File: src/rtl/ram_bus_adapter.sv
// ram_bus_adapter
// Bridges a valid/ready, byte-addressed, byte-strobed request/response bus onto
// a simple block RAM port (write_en/write_address/write_data, read_address/read_data).
// Partial-strobe writes are performed as read-modify-write, because the RAM has
// no byte enables. Out-of-range and misaligned requests are rejected here with
// resp_err and never touch the RAM.
//
// Ports
//   clk, reset                   clock (rising edge), asynchronous active-low reset
//   req_valid/req_ready          request handshake
//   req_write, req_addr          1 = write / 0 = read, byte address
//   req_wdata, req_wstrb         write data and per-byte strobes
//   resp_valid/resp_ready        response handshake
//   resp_rdata, resp_err         read data (0 for writes and errors), error flag
//   ram_write_en/_address/_data  RAM write port
//   ram_read_address             RAM read address
//   ram_read_data                RAM read data, valid the cycle after its address is sampled
module ram_bus_adapter #(
  parameter int unsigned SIZE  = 1024,
  parameter int unsigned WIDTH = 32,
  localparam int unsigned NB = WIDTH / 8,
  localparam int unsigned OB = $clog2(NB),
  localparam int unsigned AW = $clog2(SIZE / NB)
) (
  input  logic             clk,
  input  logic             reset,
  input  logic             req_valid,
  output logic             req_ready,
  input  logic             req_write,
  input  logic [31:0]      req_addr,
  input  logic [WIDTH-1:0] req_wdata,
  input  logic [NB-1:0]    req_wstrb,
  output logic             resp_valid,
  input  logic             resp_ready,
  output logic [WIDTH-1:0] resp_rdata,
  output logic             resp_err,
  output logic             ram_write_en,
  output logic [AW-1:0]    ram_write_address,
  output logic [WIDTH-1:0] ram_write_data,
  output logic [AW-1:0]    ram_read_address,
  input  logic [WIDTH-1:0] ram_read_data
);

  typedef enum logic [2:0] {
    IDLE,
    RD,
    WR,
    RMW,
    RESP
  } state_t;

  state_t            state, state_next;
  logic [AW-1:0]     addr_q;
  logic [WIDTH-1:0]  wdata_q;
  logic [NB-1:0]     wstrb_q;
  logic [AW-1:0]     idx;
  logic              err;
  logic              accept;
  logic [WIDTH-1:0]  merged;

  assign idx    = req_addr[OB+AW-1:OB];
  // Modulo keeps the alignment check valid even when NB == 1 (no offset bits).
  assign err    = (req_addr >= 32'(SIZE)) || ((req_addr % 32'(NB)) != 32'd0);
  assign accept = req_valid && req_ready;

  assign ram_write_address = addr_q;
  // Read is launched on the accept edge, so the RAM sees the incoming index
  // while idle and the latched index afterwards (RMW merge data).
  assign ram_read_address  = (state == IDLE) ? idx : addr_q;

  always_comb begin
    merged = '0;
    for (int unsigned i = 0; i < NB; i++) begin
      merged[i*8 +: 8] = wstrb_q[i] ? wdata_q[i*8 +: 8] : ram_read_data[i*8 +: 8];
    end
  end

  always_comb begin
    state_next     = state;
    resp_valid     = 1'b0;
    ram_write_en   = 1'b0;
    ram_write_data = wdata_q;
    req_ready      = 1'b0;
    case (state)
      IDLE: begin
        req_ready = 1'b1;
        if (req_valid) begin
          if (err)                   state_next = RESP;
          else if (!req_write)       state_next = RD;
          else if (req_wstrb == '0)  state_next = RESP;
          else if (req_wstrb == '1)  state_next = WR;
          else                       state_next = RMW;
        end
      end
      RD:  state_next = RESP;
      WR: begin
        ram_write_en = 1'b1;
        state_next   = RESP;
      end
      RMW: begin
        ram_write_en   = 1'b1;
        ram_write_data = merged;
        state_next     = RESP;
      end
      RESP: begin
        resp_valid = 1'b1;
        if (resp_ready) state_next = IDLE;
      end
      default: state_next = IDLE;
    endcase
  end

  always_ff @(posedge clk or negedge reset) begin
    if (!reset) begin
      state      <= IDLE;
      addr_q     <= '0;
      wdata_q    <= '0;
      wstrb_q    <= '0;
      resp_rdata <= '0;
      resp_err   <= 1'b0;
    end else begin
      state <= state_next;
      if (accept) begin
        addr_q     <= idx;
        wdata_q    <= req_wdata;
        wstrb_q    <= req_wstrb;
        resp_err   <= err;
        resp_rdata <= '0;
      end
      if (state == RD) resp_rdata <= ram_read_data;
    end
  end

endmodule

File: config.mk
export PLATFORM = sky130hd
export DESIGN_NAME = ram_bus_adapter
export DESIGN_NICKNAME = d
export VERILOG_FILES = /design/src/rtl/ram_bus_adapter.sv
export SDC_FILE = /design/constraint.sdc
export NUM_CORES = 1
export LEC_CHECK = 0
export ABC_AREA = 1
export CAP_MARGIN = 10
export CELL_PAD_IN_SITES_DETAIL_PLACEMENT = 1
export CELL_PAD_IN_SITES_GLOBAL_PLACEMENT = 2
export CORE_MARGIN = 2
export CORE_UTILIZATION = 20
export CTS_BUF_LIST = sky130_fd_sc_hd__clkbuf_4
export CTS_CLUSTER_SIZE = 14
export DETAILED_ROUTE_END_ITERATION = 8
export HOLD_SLACK_MARGIN = 0.12
export MAX_ROUTING_LAYER = met4
export PLACE_DENSITY = 0.78
export SETUP_SLACK_MARGIN = 0.1
export SLEW_MARGIN = 0
export SYNTH_ARGS = -nofsm -noshare
export SYNTH_HDL_FRONTEND = slang
export SYNTH_SLANG_ARGS = --single-unit
File: constraint.sdc
create_clock -name clk -period 1.3 [get_ports clk]
set_input_delay 0.13 -clock clk [delete_from_list [all_inputs] [get_ports clk]]
set_output_delay 0.13 -clock clk [all_outputs]
set_load 0.01 [all_outputs]
# --- Word-level counts from Yosys, hierarchy flattened ---
# Index checks and enable logic that the tools add are counted.
word_totals:
  ff_bits: 80
  inputBits: 105
  out_inout_bits: 84
  elab_cells: 41
classes:
  magnitude_cmp: 1
  eq_ne: 7
  n_mux: 18
  reduce_logical: 9
op_table:
  columns: ["operator", "n"]
  rows:
  - ["$mux W32", 3]
  - ["$mux W8", 5]
  - ["$ge A32 B11 Y1 const B", 1]
  - ["$reduce_bool A32 Y1", 1]
  - ["$mux W3", 5]
  - ["$pmux W3 S3", 1]
  - ["$eq A3 B2 Y1 const B", 2]
  - ["$eq A4 B4 Y1 const B", 1]
  - ["$logic_not A4 Y1", 1]
  - ["$mux W1", 4]
  - ["$ne A2 B2 Y1 const B", 2]
  - ["$eq A3 B1 Y1 const B", 1]
  - ["$eq A3 B3 Y1 const B", 1]
  - ["$logic_not A3 Y1", 1]
  - ["$reduce_or A3 Y1", 1]
  - ["$reduce_and A2 Y1", 1]
  - ["$reduce_bool A2 Y1", 1]
  - ["$reduce_or A2 Y1", 1]
  - ["$logic_and A1 B1 Y1", 1]
  - ["$logic_or A1 B1 Y1", 1]

# --- Longest topological paths before layout ---
depth:
  word_depth: 7
  depth_mapped: 8
  ltp_nobuf: 6

# --- Least setup slack after synthesis ---
# No wires, ideal clock.
synth_timing:
  path_kind: "register -> output"
  start: "register state[1]"
  end: "output ram_read_address[0]"
  arrival_time_ps: 1213
  required_time_ps: 1170
  slack_ps: -43
  stages_incl_launch_ff: 8
  path_buffers: 2
  cell_sequence: "dfrtp_1 > nor2_2 > inv_2 > nor2_4 > buf_6 > inv_2 > buf_6 > o21ai_1"
synth_via:
  elab_chain_len: 2
synth_rtl:
  columns: ["item", "line", "rtl"]
  rows:
  - ["from (decl)", "52", "state_t state, state_next;"]
  - ["from (signal assigned)", "122", "state <= state_next;"]
  - ["$logic_not A3 Y1", "69", "assign ram_read_address = (state == IDLE) ? idx : addr_q;"]
  - ["$mux W8", "69", null]
  - ["to (decl)", "40", "output logic [AW-1:0] ram_read_address,"]
# No other way between the ends.

# --- Final worst setup path ---
layout_timing:
  start: "register state[2]"
  end: "output ram_write_data[6]"
layout_via:
  elab_chain_len: 2
layout_rtl:
  columns: ["item", "line", "rtl"]
  rows:
  - ["$eq A3 B2 Y1", "84", "case (state)"]
  - ["$mux W32", "84", null]
  - ["to (decl)", "39", "output logic [WIDTH-1:0] ram_write_data,"]
# No other way between the ends.

==> results by group <==
Outcome
  • Outcome: complete, but fails checks
  • Failing checks: negative setup slack

Final layout
  • Sequential Area: 2002 um2
  • Final Core Density: 40.98%
  • Filler instances: 2184
  • Cell area after layout: 7665 um2
  • Area of the multi-input gates: 1893 um2
  • Share of layout cells above drive strength 1: 40.94%
  • Synth-to-layout area growth: 101.5%
  • # nets final: 868

Die
  • Starting Density: 20.33%
  • FP Rows: 50
  • Total Die Area: 20140 um2
  • Die Y: 141.9 um
  • CORE AREA: 18710 um2
  • Ports: 189
  • Die W: 141.9 um

Placed design
  • Placed Instance Area: 6294 um2
  • Place WS: -0.5379 ns
  • Detail Placement HPWL: 10590 um
  • Port-buffer cells: 188
  • Routability-driven placement congestion ratio: 0.7629

Worst setup path
  • Arrival time at the worst endpoint: 1.89 ns
  • CP Capture Type: output port
  • Cells along the critical path: inv_2 -> nand3_4 -> buf_6 -> nor2_4 -> buf_12 -> buf_6 -> nor2_2 -> a21oi_2 -> buf_4
  • WP data required: 1.17 ns
  • Most used cell, CP: buf_6
  • Worst Setup EP: ram_write_data[6]
  • CP startpoint: state[2]$_DFFE_PN0P_
  • CP peak stage delay: 0.42 ns
  • CP max stage cell: dfrtp_1
  • Reg-to-Reg End: resp_rdata[24]$_DFFE_PN0P_
  • Worst-path fanout max: 7
  • Worst r2r src: state[1]$_DFFE_PN0P_
  • Worst R2R Path Depth: 12
  • FF-to-FF setup slack: -0.60 ns
  • CP Class: reg2out
  • Startpoint Class: flip-flop

Power and ir drop
  • Internal: 5.050 mW
  • Clk pwr share: 20.2%
  • Net Sw Frac: 32.92%
  • Psw: 2.478 mW
  • LEAKAGE: 3.765 nW
  • Comb pwr share: 39.2%
  • Seq pwr share: 40.6%
  • Worst VDD drop: 0.3114 mV
  • Power per cell area: 982.1 nW/um2
  • Tot Pwr: 7.527 mW

Synthesis
  • Syn Area/Cell: 8.076 um2
  • Yosys top cell by area: dfrtp_1
  • Ys Warns: 0
  • #FFs+latches synth: 80
  • Main synth FF type: dfrtp_1
  • Post-Synthesis Cells: 471
  • Netlist Area Pre-Place: 3804 um2
  • Post-synth cell types: 21
  • Top-count cell post-synth: nand2_1
  • Top cells by instance count after synthesis: nand2_1, dfrtp_1, nand3_1, nor2_1
  • Area contributors post-synth: dfrtp_1, nand2_1, nand3_1
  • Syn_nets: 576
  • Seq/Total Area, Yosys: 52.63%
  • Async S/R FF share, synth: 100.0%
  • Top cell type's share of synthesized area: 52.63%
  • Post-synth EDFFs: 0

Timing
  • Unrepaired setup endpoints after global routing: yes
  • Part of the cycle the worst path needs: 155.3%
  • Tmin final: 2.019 ns
  • Final worst setup slack: -0.7186 ns
  • Final hold violation count: 0
  • Actual transition at the worst max-transition pin: 0.4516 ns
  • Setup Skew: 0.02199 ns
  • Final setup viols: 123
  • Final Max Tran Viols: 0
  • Slew headroom: 69.89%
  • Maximum clock frequency: 495.4 MHz

Global route
  • Grt ovf: 0
  • First-pass GRT wire length: 26760 um
  • Overall routing resource usage: 17.94%
  • Vias in the first global route: 4791
  • Initial antenna violation count: 1
  • Largest net degree at the start of global routing: 81

Drt
  • Per-cell routed wire length: 17.21 um
  • DR vias: 4367
  • WL final: 17250 um
  • Residual DRC: 0
  • Vias per Instance: 4.358
  • Antenna Nets Post-Route: 0
  • Pre-Repair DR Iteration Count: 4
  • Detailed Route Iter0 Violations: 131

Run
  • Max cap viols: 0

Clocking
  • Root buf cell: clkbuf_4
  • Sink Count: 80
  • Max Root-Sink Buffers: 2
  • Clock H-tree levels: 3
  • Clock slew at reported path FFs: 0.14 ns
  • CTS tree: done
  • CTS buffer count: 9
  • Later-pin clock latency in the skew report: 0.45 ns

Worst hold path
  • HP Class: in2reg
state kept, by name, summed over array words and instances, names as in the netlist:
register and count:
ram_write_address 8, wstrb_q 4, state 3, wdata_q 32, resp_rdata 32, resp_err 1
repair_timing:
action	in CTS	in global routing
gates cloned	19	0
setup endpoints to repair	164	142
gates resized for setup	445	74
buffers inserted	53	13
pin swaps	13	14
hold buffers	1	0
endpoints found under the hold margin	80	0
kinds of logic after synthesis:
family          synth area share, %
simple gates                  26.88
compound gates                11.25
flops                         52.63
buf+inv                       9.243
layout by cell type (no fill, tap or decap), drive strengths merged:
cell	instances
buf	199
clkdlybuf4s50	102
nand2	101
dfrtp	80
nand3	72
nor2	56
o21ai	52
inv	48
a21oi	32
clkbuf	13
bufbuf	3
clkinv	3
nor3	2
diode	1
nand4	1
o21bai	1
bufinv	1
dlygate4sd3	1
power groups by stage:
stage | Combinational (mW) | Sequential (mW) | Clock, mW
floorplan | 0.942 | 3.00 | 0
global placement | 2.20 | 3.02 | 0
detailed placement | 2.25 | 3.03 | 0
CTS | 2.83 | 3.02 | 1.57
global route | 3.21 | 3.10 | 1.68
finish | 2.95 | 3.06 | 1.52
stage by stage:
stage	setup TNS, ns	cells	hold WS, ns
3_3_place_gp	-40.67	904	0.2022
5_1_grt	-80.84	1002	0.1952
4_1_cts	-64.60	991	0.1778
3_5_place_dp	-43.70	904	0.1988
2_1_floorplan	-0.002464	471	-0.1656
6_report	-69.07	1002	0.2164
final cells by class:
type,instances,share of cell area (%)
Multi-Input combinational cell,317,24.70
Antenna cell,1,0.03265
Clock inverter,4,0.6040
Inverter,47,2.367
Sequential cell,80,26.12
Timing Repair inverter,1,0.08162
Tap cell,234,3.820
Clock buffer,11,1.077
Timing Repair Buffer,307,41.20
critical path, delay by kind of cell, from the launching register on:
kind | cells | cell delay (ns)
AND/OR/NAND/NOR | 3 | 0.29
AO/OA/AOI/OAI | 1 | 0.10
buffers and inverters | 5 | 0.63
flip-flops | 1 | 0.42
worst min path at each step:
stage / from / endpoint / slack (ns) / cells after the start
4_1_cts: req_wdata[30] / wdata_q[30]$_DFFE_PN0P_ / 0.18 / 3
2_1_floorplan: reset / ram_write_address[0]$_DFFE_PN0P_ / -0.17 / 0
3_3_place_gp: reset / wdata_q[28]$_DFFE_PN0P_ / 0.20 / 2
6_report: req_wdata[30] / wdata_q[30]$_DFFE_PN0P_ / 0.22 / 3
5_1_grt: req_wdata[30] / wdata_q[30]$_DFFE_PN0P_ / 0.20 / 3
3_5_place_dp: reset / wdata_q[28]$_DFFE_PN0P_ / 0.20 / 2
routing by layer:
metal / share of wire, % / vias to the layer above / track usage (%) / wire length, um
li1: - / 2112 / - / -
met1: 43 / 2119 / 22.19 / 7456
met2: 51 / 122 / 30.81 / 8844
met3: 4.3 / 14 / 2.734 / 746
met4: 1.2 / 0 / 4.474 / 199
met5: 0 / - / - / 0
(Power assumes the default switching activity.)
==> RTL change 1 (same flow settings) <==
Reset style: synchronous (`reset`), changed in one clocked block. Comments in the files are not updated.
--- a/src/rtl/ram_bus_adapter.sv
+++ b/src/rtl/ram_bus_adapter.sv
@@ -110,7 +110,7 @@
     endcase
   end
 
-  always_ff @(posedge clk or negedge reset) begin
+  always_ff @(posedge clk) begin
     if (!reset) begin
       state      <= IDLE;
       addr_q     <= '0;
Behaviour: differs if reset is asserted again (counterexample within 4 cycles, from zero or initial values and one cycle with reset low); with reset held inactive, the same outputs for 10 cycles.
==> RTL change 1 against the original RTL <==
The run still ends with setup timing left; sequential share of layout area decreased by 4.0 points; final area decreased by 2.4%; synthesized area decreased by 6.3%; non-clock buffer count increased by 4; routed wire length increased by 8.8%; sequential cell count unchanged; setup slack improved by 0.21 ns; sequential power decreased by 15%; total power decreased by 21%; global-route usage increased by 2.3 points; critical endpoint is now ram_read_address[1].
==> RTL change 1: results (changes against the original RTL) <==
Post-Syn Area per Cell -> 7.34 um2 (-9.1%)
Async S/R FF share, synth -> 0% (-100 points)
synth cell count leaders -> 80 x dfxtp_1, 79 x a21oi_1, 71 x o21ai_0, 55 x nand2_1, 44 x inv_1
Final WS setup -> -0.506 ns (+0.213 ns)
Initial DRC Count -> 127 (-3.1%)
reg-to-reg slack, setup -> -0.43 ns (+0.17 ns)
vias in the first global route -> 5084 (+6.1%)
GRT Util Overall -> 20.3% (+2.3 points)
status -> complete, but fails checks
Vias -> 4692 (+7.4%)
Max rail drop VDD -> 0.000346 V (+11%)
synth unique cells -> 22 (+4.8%)
Final setup viols -> 122 (-0.81%)
Clock buf/inv share -> 1.81% (+0.13 points)
n_diodes -> 0 (-1)
Non-Clock Buffer Count -> 311 (+1.3%)
Hold Path End -> wdata_q[7]
inverter count -> 46 (-4.2%)
RD Place Congestion -> 0.786 (+3.0%)
Fillers -> 2034 (-6.9%)
multi-input combinational area share -> 30.4% (+5.7 points)
largest net degree at the start of global routing -> 37 (-54%)
violated checks -> setup timing
Avg WL per Cell -> 18.8 um (+9.2%)
Placed Instances -> 921 (+1.9%)
CP endpoint -> ram_read_address[1]
post-route insts no fill -> 999 (-0.30%)
r2r endpoint -> resp_rdata[0]
sequential area share after synthesis -> 45.0% (-7.7 points)
launch point of the worst reg-to-reg path -> state[0]
CP Max Fanout -> 5 (-2)
top post-synthesis cells by area -> dfxtp_1 45%, a21oi_1 11%, o21ai_0 10%
clk_lat worst skew -> 0.47 ns (+0.02 ns)
Multi-input comb cells -> 321 (+1.3%)
multi-input logic area -> 2270 um2 (+20%)
R2R cell count -> 11 (-1)
number of clock buffers in the layout -> 10 (-1)
min-delay src -> req_wdata[7]
DP HPWL -> 11.6 mm (+9.9%)
WP data arrival -> 1.68 ns (-0.21 ns)
first-pass GRT wire length -> 27.9 mm (+4.4%)
Final Skew -> 0.0220 ns (+0.0000332 ns)
Placed Area -> 6150 um2 (-2.3%)
initial antenna violation count -> 0 (-1)
==> RTL change 1: per-layer routing <==
layer | GRT usage, % | share of wire (%) | vias up
li1 | - | - | 2242
met1 | 23.6 | 42 | 2279
met2 | 35.5 | 50 | 148
met3 | 3.86 | 5.4 | 23
met4 | 5.84 | 1.9 | 0
met5 | - | 0 | -
==> RTL change 1: worst max-delay path: stages, from the launching register on <==
cell and delay, ns:
dfxtp_4 0.39, nor2_4 0.11, inv_2 0.05, nor2_4 0.12, buf_6 0.14, buf_6 0.12
nand2_2 0.05, o21ai_2 0.06, buf_2 0.15
==> RTL change 1: power breakdown <==
group / switching, uW / internal [uW]
logic: 818 / 980
registers: 47.4 / 2560
clock network: 967 / 597
total: 1830 / 4140
==> RTL change 1: cell families after synthesis <==
family                 Yosys count  share of synthesized area, %
buffers and inverters           86                          10.5
flip-flops                      80                          45.0
AO/OA/AOI/OAI                  162                          22.8
AND/OR/NAND/NOR                157                          21.7
==> RTL change 2 (same flow settings) <==
Without the edit above. Set the parameter `SIZE` to 2048 (it was 1024).
--- a/src/rtl/ram_bus_adapter.sv
+++ b/src/rtl/ram_bus_adapter.sv
@@ -16,7 +16,7 @@
 //   ram_read_address             RAM read address
 //   ram_read_data                RAM read data, valid the cycle after its address is sampled
 module ram_bus_adapter #(
-  parameter int unsigned SIZE  = 1024,
+  parameter int unsigned SIZE  = 2048,
   parameter int unsigned WIDTH = 32,
   localparam int unsigned NB = WIDTH / 8,
   localparam int unsigned OB = $clog2(NB),
Interface: changed (resized ram_read_address and ram_write_address); port bits go from 189 to 191. The function was not compared with the original's and may differ.
==> RTL change 2 against the original RTL <==
The run still ends with setup timing left; final area is 14% higher; routed wire length rose by 11%; synthesized area increased by 2.5%; sequential cell count rose by 1; global-route usage increased by 0.87 points; setup slack better by 0.023 ns; cell count rose by 7.4%; die area rose by 2.4%; non-clock buffer count rose by 36.
Power is not compared: it rests on default switching activity, and its combinational part moved more than twofold at a synthesized area within 25%.
==> RTL change 2: results (changes against the original RTL) <==
Max rail drop VDD -> 0.000939 V
DP HPWL -> 11.3 mm (+6.3%)
Fillers -> 2158 (-1.2%)
Post-Syn Nets -> 584 (+1.4%)
CP max stage delay -> 0.43 ns
GR Util met3 -> 3.33% (+0.60 points)
Leak -> 0.00416 uW
Root Buffer -> clkbuf_4
synth unique cells -> 21 (unchanged)
Final setup viols -> 125 (+1.6%)
top post-synthesis cells by area -> dfrtp_1 52%, nand2_1 9.7%, nand3_1 8.9%
DRT met1 WL -> 7.94 mm (+6.4%)
IO buf count -> 190 (+1.1%)
GRT Util Overall -> 18.8% (+0.87 points)
nature of the critical path endpoint -> output port
share of layout cells above drive strength 1 -> 55.9% (+15 points)
Placed Instances -> 969 (+7.2%)
multi-input logic area -> 2510 um2 (+33%)
Placed Area -> 6860 um2 (+9.0%)
post-route ant nets -> 0 (unchanged)
Final Skew -> 0.0111 ns (-0.0109 ns)
CP Max Fanout -> 8 (+1)
Setup TNS Final -> -58.46 ns (+10.62 ns)
CTS Buf Count -> 9 (unchanged)
slew margin rel. -> 70.8% (+0.89 points)
sequential area share after synthesis -> 52.0% (-0.64 points)
WP data arrival -> 1.87 ns (-0.02 ns)
Final nets -> 911 (+5.0%)
Post-Syn Area per Cell -> 8.14 um2 (+0.79%)
status -> complete, but fails checks
WL final -> 19.1 mm (+11%)
Final WS setup -> -0.696 ns (+0.0228 ns)
violated checks -> setup timing
grt met2 use -> 32.0% (+1.2 points)
R2R cell count -> 11 (-1)
post-route insts no fill -> 1076 (+7.4%)
n_diodes -> 0 (-1)
met3 wire length -> 970 um (+30%)
largest net degree at the start of global routing -> 74 (-8.6%)
max layer used -> met4
r2r endpoint -> resp_rdata[24]
CP endpoint -> ram_write_data[14]
first-pass GRT wire length -> 28.6 mm (+7.0%)
die width -> 144 um (+1.2%)
CTS H-tree lvls -> 3 (unchanged)
Clk pin slew, worst setup/hold paths -> 0.14 ns (about the same)
synth cell count leaders -> 101 x nand2_1, 81 x dfrtp_1, 69 x nand3_1, 53 x nor2_1, 47 x inv_1
Async S/R FF share, synth -> 100% (unchanged)
RD Place Congestion -> 0.797 (+4.5%)
vias in the first global route -> 5288 (+10%)
Initial DRC Count -> 89 (-32%)
Vias -> 4662 (+6.8%)
worst setup path category -> reg -> out
Ys Warns -> 0 (unchanged)
drt first pass iters -> 4 (unchanged)
reg-to-reg slack, setup -> -0.46 ns (+0.14 ns)
Worst Setup SP -> state[2]
initial antenna violation count -> 0 (-1)
WL met2 -> 9.93 mm (+12%)
met1 Use GR -> 22.6% (+0.45 points)
## RTL change 2: changes by cell type after synthesis, moves of 2 or more
cell and delta:
buf_2 -4, buf_6 +3, inv_1 +3, nand2_1 +2, nor2_1 +3, nor3_1 -2
o21ai_0 -25, o21ai_1 +21, o21ai_2 +6
## RTL change 2: worst min-delay path by stage
stage / from / end / slack, ns / depth (start not counted)
after global routing: ram_read_data[21] / resp_rdata[21] / 0.20 / 3
after global placement: reset / wdata_q[3] / -0.03 / 1
after floorplan: reset / ram_write_address[0] / -0.17 / 0
final: req_valid / state[2] / 0.20 / 5
after detailed placement: reset / wdata_q[7] / -0.03 / 1
after CTS: req_valid / state[2] / 0.16 / 5
## RTL change 2: kinds of logic (layout without fill, tap and decap cells)
group	after synthesis	after routing	share of synthesized area, %
flip-flops	81	81	52.0
buffers and inverters	78	409	9.79
AND/OR/NAND/NOR	234	235	26.6
AO/OA/AOI/OAI	86	86	11.6
## RTL change 2: power groups by stage
stage                     sequential, uW  clock [uW]  combinational, uW
after floorplan                     3730           0               2790
after global placement              3760           0               5420
after detailed placement            3780           0               5570
after CTS                           3820        2020               7670
after global routing                4140        2130               9250
final                               4070        1960               8630
## RTL change 2: through the flow
step                total power [uW]  setup slack [ns]
global route                   15500            -0.818
global placement                9180            -0.485
detailed placement              9350            -0.535
floorplan                       6520          -0.00198
CTS                            13500            -0.705
finish                         14700            -0.696
## RTL change 2: final cells by class
class                      instances  area share, %
tap                              265           3.80
multi-input combinational        321           28.8
inverter                          50           2.18
sequential                        81           23.3
clock inverter                     6           1.22
timing repair buffer             343           39.9
clock buffer                      10          0.861
## RTL change 2: timing repair
item                       CTS  global route
resized for setup          488           117
hold endpoints to repair    85             0
gates cloned                19             3
setup buffers               54            23
setup endpoints to repair  167           144
pin swaps                   34            16
hold buffers                 3             0
